===== config.mk =====
export PLATFORM = sky130hd
export DESIGN_NAME = pow_5_arbiter
export DESIGN_NICKNAME = d
export VERILOG_FILES = /design/src/rtl/pow_5_arb_pkg.sv /design/src/rtl/pow_5_iter_unit.sv /design/src/rtl/pow_5_arbiter.sv
export SDC_FILE = /design/constraint.sdc
export NUM_CORES = 1
export LEC_CHECK = 0
export ABC_AREA = 0
export CAP_MARGIN = 10
export CORE_MARGIN = 2
export CORE_UTILIZATION = 42
export CTS_CLUSTER_SIZE = 24
export DETAILED_ROUTE_END_ITERATION = 10
export PLACE_DENSITY = 0.61
export SLEW_MARGIN = 25
export SYNTH_ARGS = -nofsm -noshare
export SYNTH_HDL_FRONTEND = slang
export SYNTH_HIERARCHICAL = 1
export SYNTH_SLANG_ARGS = --single-unit
export TNS_END_PERCENT = 10

===== constraint.sdc =====
create_clock -name clock -period 8.7 [get_ports clock]
set_clock_uncertainty 0.2 [all_clocks]
set_input_delay 1.305 -clock clock [delete_from_list [all_inputs] [get_ports clock]]
set_output_delay 1.305 -clock clock [all_outputs]
set_load 0.005 [all_outputs]

===== src/rtl/pow_5_arb_pkg.sv =====
// rtl/pow_5_arb_pkg.sv - shared types and constants for the fifth-power arbiter
//
// Purpose: scheduler state encoding, number of multiply steps per job and the
// default operand width, shared by the arbiter top and its datapath.
package pow_5_arb_pkg;

  typedef enum logic {
    IDLE = 1'b0,
    CALC = 1'b1
  } arb_state_e;

  // n is loaded as the first factor, so four more multiplies give n^5.
  localparam int POW_STEPS     = 4;
  localparam int DEFAULT_WIDTH = 18;

endpackage


===== src/rtl/pow_5_iter_unit.sv =====
// rtl/pow_5_iter_unit.sv - iterative n^5 mod 2^WIDTH datapath
//
// Purpose: holds the operand, running product and step counter, and performs
// the multiply sequence after a start pulse.
// Ports:
//   clock   in   rising-edge clock
//   reset_n in   asynchronous active-low reset
//   start   in   load n and begin a new job (must only be pulsed when idle)
//   n       in   operand, sampled on start
//   done    out  high during the last step; result is valid in that cycle
//   result  out  running product times operand, i.e. n^5 when done is high
module pow_5_iter_unit
  import pow_5_arb_pkg::*;
#(
  parameter int WIDTH = DEFAULT_WIDTH
) (
  input  logic             clock,
  input  logic             reset_n,
  input  logic             start,
  input  logic [WIDTH-1:0] n,
  output logic             done,
  output logic [WIDTH-1:0] result
);

  localparam int STEP_W = $clog2(POW_STEPS);

  logic [WIDTH-1:0]  r_n_q, r_n_d;
  logic [WIDTH-1:0]  mul_q, mul_d;
  logic [STEP_W-1:0] step_q, step_d;
  logic              active_q, active_d;
  logic [WIDTH-1:0]  prod;

  // Truncation to WIDTH at every step keeps the final value n^5 mod 2^WIDTH.
  assign prod   = mul_q * r_n_q;
  assign done   = active_q && (step_q == STEP_W'(POW_STEPS - 1));
  // The product of the last step is handed out combinationally so the owner
  // can register it on the same edge that completes the fourth multiply.
  assign result = prod;

  always_comb begin
    r_n_d    = r_n_q;
    mul_d    = mul_q;
    step_d   = step_q;
    active_d = active_q;
    if (start) begin
      r_n_d    = n;
      mul_d    = n;
      step_d   = '0;
      active_d = 1'b1;
    end else if (active_q) begin
      mul_d = prod;
      if (done) begin
        step_d   = '0;
        active_d = 1'b0;
      end else begin
        step_d = step_q + STEP_W'(1);
      end
    end
  end

  always_ff @(posedge clock or negedge reset_n) begin
    if (!reset_n) begin
      r_n_q    <= '0;
      mul_q    <= '0;
      step_q   <= '0;
      active_q <= 1'b0;
    end else begin
      r_n_q    <= r_n_d;
      mul_q    <= mul_d;
      step_q   <= step_d;
      active_q <= active_d;
    end
  end

endmodule


===== src/rtl/pow_5_arbiter.sv =====
// rtl/pow_5_arbiter.sv - round-robin scheduler sharing one fifth-power unit
//
// Purpose: grants one requester at a time to the iterative n^5 unit and
// broadcasts the tagged result.
// Ports:
//   clock    in   rising-edge clock
//   reset_n  in   asynchronous active-low reset
//   req      in   level request per requester
//   n_flat   in   operands, requester i at [i*WIDTH +: WIDTH]
//   ack      out  one-hot one-cycle pulse, operand of that requester captured
//   busy     out  unit computing
//   ready    out  one-cycle pulse, result valid
//   ready_id out  index of the requester owning result
//   result   out  n^5 mod 2^WIDTH, held until the next completion
module pow_5_arbiter
  import pow_5_arb_pkg::*;
#(
  parameter int N_REQ = 4,
  parameter int WIDTH = DEFAULT_WIDTH,
  parameter int ID_W  = $clog2(N_REQ)
) (
  input  logic                   clock,
  input  logic                   reset_n,
  input  logic [N_REQ-1:0]       req,
  input  logic [N_REQ*WIDTH-1:0] n_flat,
  output logic [N_REQ-1:0]       ack,
  output logic                   busy,
  output logic                   ready,
  output logic [ID_W-1:0]        ready_id,
  output logic [WIDTH-1:0]       result
);

  arb_state_e        state_q, state_d;
  logic [ID_W-1:0]   ptr_q, ptr_d;
  logic [ID_W-1:0]   id_q, id_d;
  logic [N_REQ-1:0]  ack_q, ack_d;
  logic              busy_q, busy_d;
  logic              ready_q, ready_d;
  logic [ID_W-1:0]   ready_id_q, ready_id_d;
  logic [WIDTH-1:0]  result_q, result_d;

  logic              found;
  logic [ID_W-1:0]   win;
  logic [WIDTH-1:0]  win_n;
  logic              start;
  logic              unit_done;
  logic [WIDTH-1:0]  unit_result;

  // Round-robin search: first asserted request at ptr, ptr+1, ... mod N_REQ.
  always_comb begin
    found = 1'b0;
    win   = '0;
    for (int i = 0; i < N_REQ; i++) begin
      if (!found && req[(int'(ptr_q) + i) % N_REQ]) begin
        found = 1'b1;
        win   = ID_W'((int'(ptr_q) + i) % N_REQ);
      end
    end
  end

  assign win_n = n_flat[int'(win)*WIDTH +: WIDTH];
  assign start = (state_q == IDLE) && found;

  pow_5_iter_unit #(
    .WIDTH (WIDTH)
  ) u_iter (
    .clock   (clock),
    .reset_n (reset_n),
    .start   (start),
    .n       (win_n),
    .done    (unit_done),
    .result  (unit_result)
  );

  always_comb begin
    state_d    = state_q;
    ptr_d      = ptr_q;
    id_d       = id_q;
    ack_d      = '0;
    busy_d     = busy_q;
    ready_d    = 1'b0;
    ready_id_d = ready_id_q;
    result_d   = result_q;
    case (state_q)
      IDLE: begin
        if (found) begin
          id_d       = win;
          ack_d[win] = 1'b1;
          busy_d     = 1'b1;
          ptr_d      = ID_W'((int'(win) + 1) % N_REQ);
          state_d    = CALC;
        end
      end
      CALC: begin
        // Requests are ignored here; they are only sampled back in IDLE.
        if (unit_done) begin
          result_d   = unit_result;
          ready_id_d = id_q;
          ready_d    = 1'b1;
          busy_d     = 1'b0;
          state_d    = IDLE;
        end
      end
      default: state_d = IDLE;
    endcase
  end

  always_ff @(posedge clock or negedge reset_n) begin
    if (!reset_n) begin
      state_q    <= IDLE;
      ptr_q      <= '0;
      id_q       <= '0;
      ack_q      <= '0;
      busy_q     <= 1'b0;
      ready_q    <= 1'b0;
      ready_id_q <= '0;
      result_q   <= '0;
    end else begin
      state_q    <= state_d;
      ptr_q      <= ptr_d;
      id_q       <= id_d;
      ack_q      <= ack_d;
      busy_q     <= busy_d;
      ready_q    <= ready_d;
      ready_id_q <= ready_id_d;
      result_q   <= result_d;
    end
  end

  assign ack      = ack_q;
  assign busy     = busy_q;
  assign ready    = ready_q;
  assign ready_id = ready_id_q;
  assign result   = result_q;

endmodule

== Yosys cells after proc, flatten, opt, wreduce, memory -nomap -nowiden ==
Index checks and enable logic that the tools add are counted.
Word-level totals
  logic and storage cells: 87
  input port bits: 78
  output and inout bits: 26
  bits in registers: 70
Cells by class
  $mul: 2
  mux-type cells: 38
  bitwise gates (word level): 4
  reduce and logical (&&, ||, !) cells: 16
  shifts and indexed selects: 1
  order comparisons: 6
  $add $sub $neg: 5
  equal/unequal tests: 3
Operators with widths (number)
  indexed part select 72 x 8 -> 18 bit: 1
  two-way mux 18 bit: 2
  two-way mux 1 bit: 20
  multiplier 18 x 18 -> 18 bit: 1
  two-way mux 2 bit: 7
  < comparator 3 x 4 -> 1 bit (second input constant): 3
  binary-select mux 1 bit (select 2 bit): 4
  two-way mux 4 bit: 2
  adder 2 x 1 -> 2 bit (second input constant): 3
  logical AND 1 bit: 6
  < comparator 2 x 3 -> 1 bit (second input constant): 2
  multiplier 2 x 4 -> 6 bit (second input constant): 1
  AND reduction 2 bit: 3
  OR reduction 2 bit: 3
  adder 2 bit (second input constant): 2
  one-hot mux 1 bit (2 select lines): 2
  bitwise AND 1 bit (first input constant): 3
  logical NOT 1 bit: 3
  demux 1 bit (select 2 bit): 1
  == test 2 bit (second input constant): 1
  greater-or-equal comparator 2 x 1 -> 1 bit (second input constant): 1
  != test 2 x 1 -> 1 bit (second input constant): 1
  != test 2 bit (second input constant): 1
  nonzero test 2 bit: 1
  inverter 1 bit: 1

== Longest topological paths before layout ==
  depth in word-level cells: 20
  mapped depth: 21
  mapped depth without buffers: 20

== Cells and area by module ==
The synthesis kept the hierarchy.
By module, submodules not included
  pow_5_iter_unit: cells an instance 750, times used 1, area each 6673.9 µm², seq. area each 975.9 µm²
  pow_5_arbiter: cells an instance 147, times used 1, area each 1829.3 µm², seq. area each 775.7 µm²

== Worst setup path after synthesis ==
Ideal clock, no wire load.
  path kind: register to register
  start point: reg u_iter.r_n_q[3]
  end point: reg u_iter.mul_q[17]
  clock period less this slack: 5.538 ns
  setup slack: 3.162 ns
  arrival: 5.212 ns
  library setup time: 0.126 ns
  required time: 8.374 ns
  buffers on the path: 1
  cell stages (with the launch flop): 22
  path through: dfrtp_1 clkbuf_1 and2_1 fa_1 inv_1 fa_1 inv_1 fa_1 inv_1 fa_1 inv_1 fa_1 inv_1 fa_1 inv_1 ha_1 a21o_1 a21oi_1 nand2_1 o221ai_2 xnor2_1 a221o_1
On the way
  cells in the longest elaborated chain, start to end: 3
RTL lines
  start, declared: line pow_5_iter_unit.sv:27  | logic [WIDTH-1:0] r_n_q, r_n_d;
  start signal, assigned: line pow_5_iter_unit.sv:68  | r_n_q <= r_n_d;
  multiplier 18 x 18 -> 18 bit: line pow_5_iter_unit.sv:34  | assign prod = mul_q * r_n_q;
  named net unit_result[17]: line pow_5_arbiter.sv:47  | logic [WIDTH-1:0] unit_result;
  two-way mux 18 bit: line pow_5_iter_unit.sv:50  | end else if (active_q) begin
  two-way mux 18 bit: line pow_5_iter_unit.sv:45  | if (start) begin
  end signal, assigned: line pow_5_iter_unit.sv:69  | mul_q <= mul_d;
  end, declared: line pow_5_iter_unit.sv:28  | logic [WIDTH-1:0] mul_q, mul_d;
The timed path passes the listed nets, and every way through them passes these cells. The select of a mux whose other input is x is not followed.
A chain may end at the register's enable or synchronous reset.

== Worst setup path after layout ==
  start point: reg u_iter.r_n_q[3]
  end point: reg u_iter.mul_q[15]
Same word-level chain as after synthesis.

==> out/metrics.yaml <==
run_status:
  status: "finished clean"
route:
  first_iter_violations: 286
  route.detailed.drc: 0
  ant_nets: 0
  drtPass1Iterations: 4
  route.vias.total: 6052
  wire_per_inst_um: 15.97
  vias_per_cell: 4.834
  wl_mm: 19.99
run:
  cap_viol_max_count: 0
synth:
  synth_seq_area_share_pct: 20.60
  synthMuxAreaShare_pct: 11.18
  synth_top_family_by_area: "adder cells"
  yosysTopAreaCell: "fa_1"
  synth_top_area_share_pct: 25.66
  yosysUniqueCellTypes: 47
  synthTopCellsByArea: "fa_1, dfrtp_1, inv_1"
  avgSynthCellArea_um2: 9.480
  synthCells: 897
  synth-xor-area-share_pct: 4.503
  dominantRegCellSynth: "dfrtp_1"
  ys_async_sr_fraction_pct: 100.0
  ys_ff_latch: 70
  synth_nets: 1138
  synth.cell_area_um2: 8503
  synthSimpleGateAreaFrac_pct: 14.54
  synth-warning-count: 6
  synth_compound_area_share_pct: 4.929
  synth_edf_count: 0
  yosys.area_share.adder_pct: 33.61
place:
  gp_congestion: 0.8924
  pre_cts_slack_ns: 2.792
  port_buffers: 103
  place_hpwl_mm: 16.07
sta:
  fin_tns_setup_ns: 0
  tightest_slew_ns: 0.8768
  min_period_over_period_pct: 68.58
  clock.fmax_mhz: 167.6
  max_slew_margin_pct: 41.54
  finalHoldViolCount: 0
  fin_ws_ns: 2.733
  setup_violations: 0
  maxSlewViolCount: 0
  fin_crit_ns: 5.967
  rsz0062_at_grt: "false"
clock_tree:
  clkTransAtPathRegs_ns: 0.06
  cts_hold_buffers: 0
  root_buffer: "clkbuf_16"
  h-tree-depth: 3
  cts-resized-gates: 0
  clk_latency_ns: 0.34
  cts.path.max_buffers: 2
  cts_tree: "yes"
  cts_sinks: 70
  post_cts_buffers: 0
  cts_buffers: 9
global_routing:
  grt_start_max_net_pins: 71
  antenna_found_initial: 0
  grt.total_usage_pct: 19.89
  grt_pass1_vias: 6510
  grt_overflow_total: 0
  grt_pass1_wl_mm: 33.68
finish:
  syn_to_final_growth_pct: 18.13
  nets: 1218
  diodes: 0
  multi_input_area_um2: 5866
  fillers: 1930
  seqCellArea_um2: 1752
  drive_above_1_share_pct: 5.601
floorplan:
  num_rows: 52
  die_w_um: 146.3
  die_h_um: 146.3
  start_util_pct: 42.43
  dieArea_um2: 21400
  io_pins: 104
  core_um2: 20040
setup_path:
  cp.arrival_ns: 6.02
  start_kind: "register"
  crit_type: "register to register"
  cp_max_fo: 16
  required_ns: 8.76
  end_kind: "register"
worst_hold_path:
  hold_path_class: "register to register"
[sequential cells by signal (all words and copies together), names as in the netlist]
register / count
ack: 4
busy: 1
id_q: 2
ptr_q: 2
ready: 1
ready_id: 2
result: 18
state_q: 1
u_iter/active_q: 1
u_iter/mul_q: 18
u_iter/r_n_q: 18
u_iter/step_q: 2
[worst max-delay path, cell delays in order (launching register included)]
cell and delay (ns):
dfrtp_1 0.57, and2_1 0.26, fa_1 0.53, inv_1 0.06
fa_1 0.56, inv_1 0.06, fa_1 0.50, inv_1 0.05
fa_1 0.53, inv_1 0.05, fa_1 0.47, inv_1 0.05
fa_1 0.47, inv_1 0.04, ha_1 0.33, a21o_1 0.18
a21oi_1 0.21, o21ai_0 0.17, xor2_1 0.31, mux2i_1 0.13
o21ai_0 0.15
[per-stage QoR]
step                      area (um^2)  utilization (%)  hold WS [ns]  cells
final                           10040            50.12        0.3017   1252
after global routing            10040            50.12        0.3265   1252
after CTS                       10040            50.11        0.3049   1252
after detailed placement         9717            48.49        0.2932   1236
after global placement           9717            48.49        0.2876   1236
after floorplan                  8503                -        0.2715    897
[layout by cell type (no fill, tap or decap), drive strengths merged, types with 2 or more instances in the layout]
cell | synthesis | final
clkinv | 0 | 3
o21ai | 41 | 41
clkbuf | 27 | 11
o211ai | 2 | 2
xor2 | 8 | 8
buf | 13 | 7
and2 | 107 | 107
mux2 | 24 | 24
dfrtp | 70 | 70
o21a | 5 | 5
bufinv | 0 | 2
fa | 109 | 109
a21o | 4 | 4
clkdlybuf4s50 | 0 | 102
mux2i | 68 | 68
a21oi | 9 | 9
nor2b | 6 | 6
nand3 | 2 | 2
xnor2 | 34 | 34
or3 | 2 | 2
nor3b | 2 | 2
nor2 | 14 | 14
nand2b | 7 | 7
inv | 184 | 184
ha | 54 | 54
nor4 | 2 | 2
nand2 | 87 | 87
and3 | 2 | 2
[logic make-up (layout without fill, tap and decap cells)]
family / after synthesis / in the layout
xor+xnor: 42 / 42
mux: 92 / 92
fa+ha+maj: 163 / 163
compound gates: 70 / 70
flops: 70 / 70
simple gates: 236 / 236
buf+inv: 224 / 309
[synthesized netlist by cell type, drive strengths merged, types with 2 or more instances]
library cell / n
o21ai: 41
nor3b: 2
nor2: 14
and3: 2
o211ai: 2
nand3: 2
inv: 184
nor4: 2
buf: 13
nand2b: 7
clkbuf: 27
nand2: 87
nor2b: 6
or3: 2
ha: 54
a21oi: 9
mux2i: 68
a21o: 4
o21a: 5
dfrtp: 70
fa: 109
and2: 107
xor2: 8
mux2: 24
xnor2: 34
[layout make-up]
class                      instances  share of cell area (%)
sequential                        70                   17.44
clock buffer                      11                   2.417
timing repair buffer             109                   10.69
multi-input combinational        603                   58.40
tap                              270                   3.363
clock inverter                     5                  0.8221
inverter                         184                   6.876
[metal layers]
metal | track usage, % | share of wire (%)
met1 | 26.55 | 45
met2 | 33.96 | 48
met5 | 0 | 0
met4 | 5.000 | 1.7
met3 | 3.250 | 4.8
[worst paths after layout]
kind / startpoint / to / slack, ns / cells past startpoint
setup / recovery: u_iter/r_n_q[3]$_DFFE_PN0P_ / u_iter/mul_q[15]$_DFFE_PN0P_ / 2.73 / 20
hold / removal: id_q[1]$_DFFE_PN0P_ / id_q[1]$_DFFE_PN0P_ / 0.30 / 1
setup reg to reg: u_iter/r_n_q[3]$_DFFE_PN0P_ / u_iter/mul_q[15]$_DFFE_PN0P_ / 2.73 / 20
hold reg to reg: id_q[1]$_DFFE_PN0P_ / id_q[1]$_DFFE_PN0P_ / 0.30 / 1
max in group asynchronous: reset_n / u_iter/mul_q[13]$_DFFE_PN0P_ / 6.84 / 1
min in group asynchronous: reset_n / result[1]$_DFFE_PN0P_ / 0.88 / 1
Power is left out: the tool's default activity adds up to more than one toggle a clock period on the data nets, which glitch-free logic cannot reach.
